<file path="src/rtl/dmux8_rr_arbiter_pkg.sv">
// Shared definitions for the 8-way round-robin DMux arbiter.
// Holds the FSM encoding, requester/select widths and the burst counter width.
// Imported by the interface, the priority scanner and the top.
package dmux8_rr_arbiter_pkg;

  localparam int N_REQ = 8;
  localparam int SEL_W = 3;
  localparam int CNT_W = 4;

  // IDLE must encode as 0 so a cleared state register means "no owner".
  typedef enum logic {
    ST_IDLE  = 1'b0,
    ST_GRANT = 1'b1
  } state_t;

endpackage

</file>
<file path="src/rtl/dmux8_rr_arbiter_if.sv">
// Request/grant bundle between the requesters and the arbiter.
// master = requester side (drives req/hold), slave = arbiter side.
// Purely wiring, no logic.
interface dmux8_rr_arbiter_if;
  import dmux8_rr_arbiter_pkg::*;

  logic [N_REQ-1:0] req;
  logic             hold;
  logic [SEL_W-1:0] sel;
  logic             grant_valid;
  logic [N_REQ-1:0] gnt;
  logic             busy;

  modport master (
    output req, hold,
    input  sel, grant_valid, gnt, busy
  );

  modport slave (
    input  req, hold,
    output sel, grant_valid, gnt, busy
  );

endinterface

</file>
<file path="src/rtl/dmux8_rr_arbiter_rr_priority8.sv">
// Rotating first-set-bit finder over 8 requests.
// Purely combinational: idx is the first set bit at or after start, wrapping 7->0.
// any=0 when no request is set; idx then reads back start.
module rr_priority8
  import dmux8_rr_arbiter_pkg::*;
(
  input  logic [N_REQ-1:0] req,
  input  logic [SEL_W-1:0] start,
  output logic             any,
  output logic [SEL_W-1:0] idx
);

  logic [SEL_W-1:0] k;

  // Scan from the farthest offset back toward start so the nearest set bit wins.
  always_comb begin
    any = 1'b0;
    idx = start;
    k   = start;
    for (int i = N_REQ - 1; i >= 0; i--) begin
      k = start + SEL_W'(i);
      if (req[k]) begin
        any = 1'b1;
        idx = k;
      end
    end
  end

endmodule

</file>
<file path="src/rtl/dmux8_rr_arbiter.sv">
// Round-robin arbiter sharing one DMux8Way path between 8 requesters.
// One-cycle latency from req to grant; all outputs come from registers.
// hold freezes every register; bursts are capped at BURST_MAX cycles when others wait.
module dmux8_rr_arbiter
  import dmux8_rr_arbiter_pkg::*;
#(
  parameter int BURST_MAX = 4   // 1..16; 1 rotates every cycle
) (
  input  logic                clk,
  input  logic                rst_n,
  dmux8_rr_arbiter_if.slave   bus
);

  localparam logic [CNT_W-1:0] CNT_LAST = CNT_W'(BURST_MAX - 1);

  state_t           state_q, state_d;
  logic [SEL_W-1:0] sel_q,   sel_d;
  logic [CNT_W-1:0] cnt_q,   cnt_d;
  logic [SEL_W-1:0] last_q,  last_d;

  logic [SEL_W-1:0] start;
  logic             any;
  logic [SEL_W-1:0] idx;

  // The current owner ranks lowest; after IDLE the last winner ranks lowest.
  assign start = (state_q == ST_GRANT) ? sel_q + SEL_W'(1) : last_q + SEL_W'(1);

  rr_priority8 u_prio (
    .req   (bus.req),
    .start (start),
    .any   (any),
    .idx   (idx)
  );

  // State and grant registers; reset leaves requester 0 with top priority.
  always_ff @(posedge clk or negedge rst_n) begin
    if (!rst_n) begin
      state_q <= ST_IDLE;
      sel_q   <= '0;
      cnt_q   <= '0;
      last_q  <= SEL_W'(N_REQ - 1);
    end else begin
      state_q <= state_d;
      sel_q   <= sel_d;
      cnt_q   <= cnt_d;
      last_q  <= last_d;
    end
  end

  // Next-state: extend the burst while allowed, otherwise re-arbitrate over all requests.
  always_comb begin
    state_d = state_q;
    sel_d   = sel_q;
    cnt_d   = cnt_q;
    last_d  = last_q;
    if (!bus.hold) begin
      unique case (state_q)
        ST_IDLE: begin
          if (any) begin
            state_d = ST_GRANT;
            sel_d   = idx;
            cnt_d   = '0;
            last_d  = idx;
          end
        end
        ST_GRANT: begin
          if (bus.req[sel_q] && (cnt_q < CNT_LAST)) begin
            cnt_d = cnt_q + CNT_W'(1);
          end else if (any) begin
            // The owner may re-win here only when nobody else is asking.
            sel_d  = idx;
            cnt_d  = '0;
            last_d = idx;
          end else begin
            // sel keeps pointing at the previous owner while idle.
            state_d = ST_IDLE;
            cnt_d   = '0;
          end
        end
        default: state_d = ST_IDLE;
      endcase
    end
  end

  // Outputs: DMux8Way routing of grant_valid onto the line chosen by sel.
  always_comb begin
    bus.sel         = sel_q;
    bus.grant_valid = (state_q == ST_GRANT);
    bus.busy        = (state_q == ST_GRANT);
    bus.gnt         = '0;
    for (int i = 0; i < N_REQ; i++) begin
      bus.gnt[i] = bus.grant_valid && (sel_q == SEL_W'(i));
    end
  end

endmodule
</file>
<file path="src/flat_wrapper.sv">
// flat-port wrapper written by rule: the top's interface ports become plain ports
module dmux8_rr_arbiter_flat import dmux8_rr_arbiter_pkg::*;
#(
  parameter int BURST_MAX = 4                                  
)
  (clk, rst_n, bus_req, bus_hold, bus_sel, bus_grant_valid, bus_gnt, bus_busy);
  dmux8_rr_arbiter_if bus_i ();
  input  logic clk;
  input  logic rst_n;
  input wire logic [$bits(bus_i.req)-1:0] bus_req;
  input wire logic [$bits(bus_i.hold)-1:0] bus_hold;
  output wire logic [$bits(bus_i.sel)-1:0] bus_sel;
  output wire logic [$bits(bus_i.grant_valid)-1:0] bus_grant_valid;
  output wire logic [$bits(bus_i.gnt)-1:0] bus_gnt;
  output wire logic [$bits(bus_i.busy)-1:0] bus_busy;
  assign bus_i.req = bus_req;
  assign bus_i.hold = bus_hold;
  assign bus_sel = bus_i.sel;
  assign bus_grant_valid = bus_i.grant_valid;
  assign bus_gnt = bus_i.gnt;
  assign bus_busy = bus_i.busy;
  dmux8_rr_arbiter #(.BURST_MAX(BURST_MAX)) u_core (.clk(clk), .rst_n(rst_n), .bus(bus_i));
endmodule
</file>
<file path="config.mk">
export PLATFORM = sky130hd
export DESIGN_NAME = dmux8_rr_arbiter_flat
export DESIGN_NICKNAME = d
export VERILOG_FILES = /design/src/rtl/dmux8_rr_arbiter_pkg.sv /design/src/rtl/dmux8_rr_arbiter_if.sv /design/src/rtl/dmux8_rr_arbiter_rr_priority8.sv /design/src/rtl/dmux8_rr_arbiter.sv /design/src/flat_wrapper.sv
export SDC_FILE = /design/constraint.sdc
export NUM_CORES = 1
export LEC_CHECK = 0
export CAP_MARGIN = 20
export CORE_MARGIN = 5
export CORE_UTILIZATION = 59
export DETAILED_ROUTE_END_ITERATION = 16
export HOLD_SLACK_MARGIN = 0.15
export PLACE_DENSITY = 0.86
export SLEW_MARGIN = 10
export SYNTH_ARGS = -nofsm -noshare
export SYNTH_HDL_FRONTEND = slang
export SYNTH_SLANG_ARGS = --single-unit
</file>
<file path="constraint.sdc">
create_clock -name clk -period 10.4 [get_ports clk]
set_clock_uncertainty 0.1 [all_clocks]
set_input_delay 1.56 -clock clk [delete_from_list [all_inputs] [get_ports clk]]
set_output_delay 1.56 -clock clk [all_outputs]
set_load 0.005 [all_outputs]
</file>
==> Flow_metrics.wiki <==
{| class="wikitable"
! Metric !! Value
|-
| Outcome || finished clean
|-
| Die extent in y || approximately 62 um
|-
| Mean instance size in the synthesized netlist || 9.50 um2
|-
| Kind of critical path || flop to flop
|-
| Path class of the lowest-slack min-delay path || flop to flop
|-
| Finished Layout Cells || 220
|-
| Port Buf Inserts || 23
|-
| Number of synthesized flops with an enable pin || 0
|-
| Req. time, crit path || between 10 and 15 ns
|-
| Setup fix buffers added after clock tree synthesis || 0
|-
| Number of cells on the worst reg-to-reg path || 10
|-
| Number of placed I/O pins || 24
|-
| CP bufs+invs || 1
|-
| Quantity of gates resized following cts || 0
|-
| Total congestion overflow after global routing || 0
|-
| TritonCTS clock tree || built
|-
| Crit path launch || u_core.bus.busy
|-
| Core area || 2690 um2
|-
| Worst slew pin tran || about 1 ns
|-
| Number of antenna-violating nets in the routed design || 0
|-
| Pin count of the biggest net entering global routing || 20
|-
| Die Wd || 62.3 um
|-
| Most frequent cells in the layout || 23 x clkdlybuf4s50_1, 22 x mux2i_1, 13 x nand2_1, 12 x nor2_1, 9 x mux2_2
|-
| Source of the worst register-to-register timing path || u_core.bus.busy
|-
| Largest buffer count on any clock path || 2
|-
| Post-synthesis async set-or-reset flop share || 1.00
|-
| Hold-fix buffer count after cts || 0
|-
| Syn Nets || ~180
|-
| Synthesized instance count || between 150 and 200
|-
| Root Buffer || clkbuf_4
|-
| CP max stage delay || between 0.8 and 0.9 ns
|-
| Maximum clock frequency || 211 MHz
|-
| Violation count after the first detailed-route iteration || 101
|-
| Number of filler cells placed in the layout || ~210
|-
| Final HPWL DP || 3350 um
|-
| Worst endpoint data arrival time || 4.79 ns
|-
| Max-slew violation total from the final report || 0
|-
| Setup Viol. Count Final || 0
|-
| Gr usage total || 0.223
|-
| Wire length reported by the detailed router || ~4300 um
|-
| Router iterations before antenna repair || 4
|-
| Seq/Total Area, Yosys || 0.173
|-
| Worst Setup EP || u_core.cnt_q[1]
|-
| Number of vias after detailed routing || 1,476
|-
| Worst-path cell with the longest stage delay || xnor2_1
|-
| Fraction of layout instances using a drive strength above 1 || 0.175
|-
| Growth of design area from synthesis to finish || 15.2%
|-
| Cell row count || 19
|-
| Placed Cells || 216
|-
| Most common library cell in the layout ignoring fill and taps || clkdlybuf4s50_1
|-
| Post-synthesis instance area || 1620 um2
|-
| Logic depth of the worst path, buffers included || 10
|-
| Register clock-pin slew on the reported worst setup and hold paths || 0.07 ns
|-
| Post-route setup TNS || 0 ns
|-
| Via/cell ratio || 6.71
|-
| Routed wire per std cell || roughly 20 um
|-
| CTS Buf Count || 3
|-
| Worst Setup Start Kind || flop
|-
| Period utilisation layout || 0.456
|-
| Starting density of the core || 0.601
|-
| Final estimated routing congestion in global placement || 1.01
|-
| Count of endpoints failing hold in the final timing report || 0
|-
| Dominant synthesized flop cell || dfrtp_1
|-
| Clk sinks || 11
|-
| Wire length of the first global-routing pass || between 7000 and 8000 um
|-
| Crit Path Max Fanout || 12
|-
| Overall die area || 3880 um2
|-
| Final period demand of the worst path || 4.74 ns
|-
| Total number of yosys warnings || 0
|-
| Total inserted antenna cells || 0
|-
| Number of remaining DRC errors || 0
|-
| Worst R2R End || u_core.cnt_q[1]
|-
| Setup repair after global routing missed its margin || no
|-
| Initial antenna violation count || 0
|-
| Number of distinct library cells after synthesis || 58
|-
| Register bit count reported by yosys || 11
|-
| Total number of H-tree levels || 1
|-
| Capturing element type of the critical path || flop
|-
| Final Net Count || 204
|-
| Clock insertion delay at the later pin of the skew report || 0.26 ns
|-
| Vias in the first global route || 1,556
|-
| Slew Limit Headroom || 0.321
|-
| Kind of cell with the highest combined delay on the critical path || multiplexers
|-
| Ordered list of cells on the worst path || mux2i_2, inv_1, ha_1, xnor2_1, mux4_2, nand2_1, and4bb_1, and2_1, a21oi_2, mux2_1
|-
| R2R Setup Slk || 5.66 ns
|-
| Max Cap Violations || 0
|}
synthesized netlist by cell type, drive strengths merged, types with 2 or more instances:
cell type | n | area [um2]
a21oi | 5 | 32.5
nand4 | 2 | 12.5
nand2b | 5 | 31.3
o211ai | 3 | 27.5
nand2 | 13 | 48.8
clkbuf | 3 | 11.3
mux2i | 25 | 279
inv | 5 | 18.8
nand3 | 5 | 25.0
and2 | 2 | 12.5
nor2b | 4 | 25.0
xnor2 | 3 | 33.8
ha | 3 | 37.5
o21a | 4 | 30.0
nor3 | 4 | 20.0
nor2 | 12 | 45.0
mux4 | 7 | 161
dfrtp | 8 | 200
dfstp | 3 | 78.8
a211oi | 2 | 15.0
mux2 | 14 | 169
buf | 5 | 38.8
o21ai | 9 | 48.8
or3 | 2 | 12.5
layer usage:
metal | GRT usage | share of wire | wire (um)
met4 | 0.0796 | 0.032 | 140
met2 | 0.394 | 0.51 | 2230
met5 | 0 | 0 | 0
met3 | 0.0252 | 0.047 | 203
met1 | 0.278 | 0.41 | 1770
per-stage QoR:
stage / utilization / setup WS, ns / area [um2] / hold slack, ns
finish: 0.693 / 5.66 / 1860 / 0.411
global route: 0.693 / 5.32 / 1860 / 0.435
detailed placement: 0.683 / 5.76 / 1830 / 0.395
CTS: 0.693 / 5.73 / 1860 / 0.410
floorplan: - / 6.59 / 1620 / 0.362
global placement: 0.683 / 5.92 / 1830 / 0.372
worst min path at each step:
stage	from	end	slack, ns	cells past startpoint
after floorplan	u_core.cnt_q[1]	u_core.cnt_q[1]	0.36	1
after detailed placement	u_core.cnt_q[1]	u_core.cnt_q[1]	0.39	1
after CTS	u_core.cnt_q[1]	u_core.cnt_q[1]	0.41	1
after global routing	u_core.cnt_q[1]	u_core.cnt_q[1]	0.44	1
final	u_core.cnt_q[1]	u_core.cnt_q[1]	0.41	1
after global placement	u_core.cnt_q[1]	u_core.cnt_q[1]	0.37	1
registers in the layout (all words and copies together) (netlist names):
signal           count
u_core.bus.busy      1
u_core.bus.sel       3
u_core.cnt_q         4
u_core.last_q        3
kinds of logic (layout without fill, tap and decap cells):
family | Yosys count | count (layout) | synth area share
buffers and inverters | 13 | 32 | 0.0426
adder cells (fa/ha/maj) | 3 | 3 | 0.0232
flip-flops | 11 | 11 | 0.173
multiplexers | 46 | 46 | 0.377
XOR/XNOR | 4 | 4 | 0.0349
AO/OA/AOI/OAI | 37 | 37 | 0.170
AND/OR/NAND/NOR | 56 | 56 | 0.179
layout make-up:
cell class                 count  area [um2]  share of cell area
inverter                       5        18.8              0.0101
timing repair buffer          23         230               0.124
tap                           31        38.8              0.0208
sequential                    11         279               0.150
clock buffer                   4        26.3              0.0141
multi-input combinational    146        1270               0.681
Power is left out: the tool's default activity adds up to more than one toggle a clock period on the data nets, which glitch-free logic cannot reach.
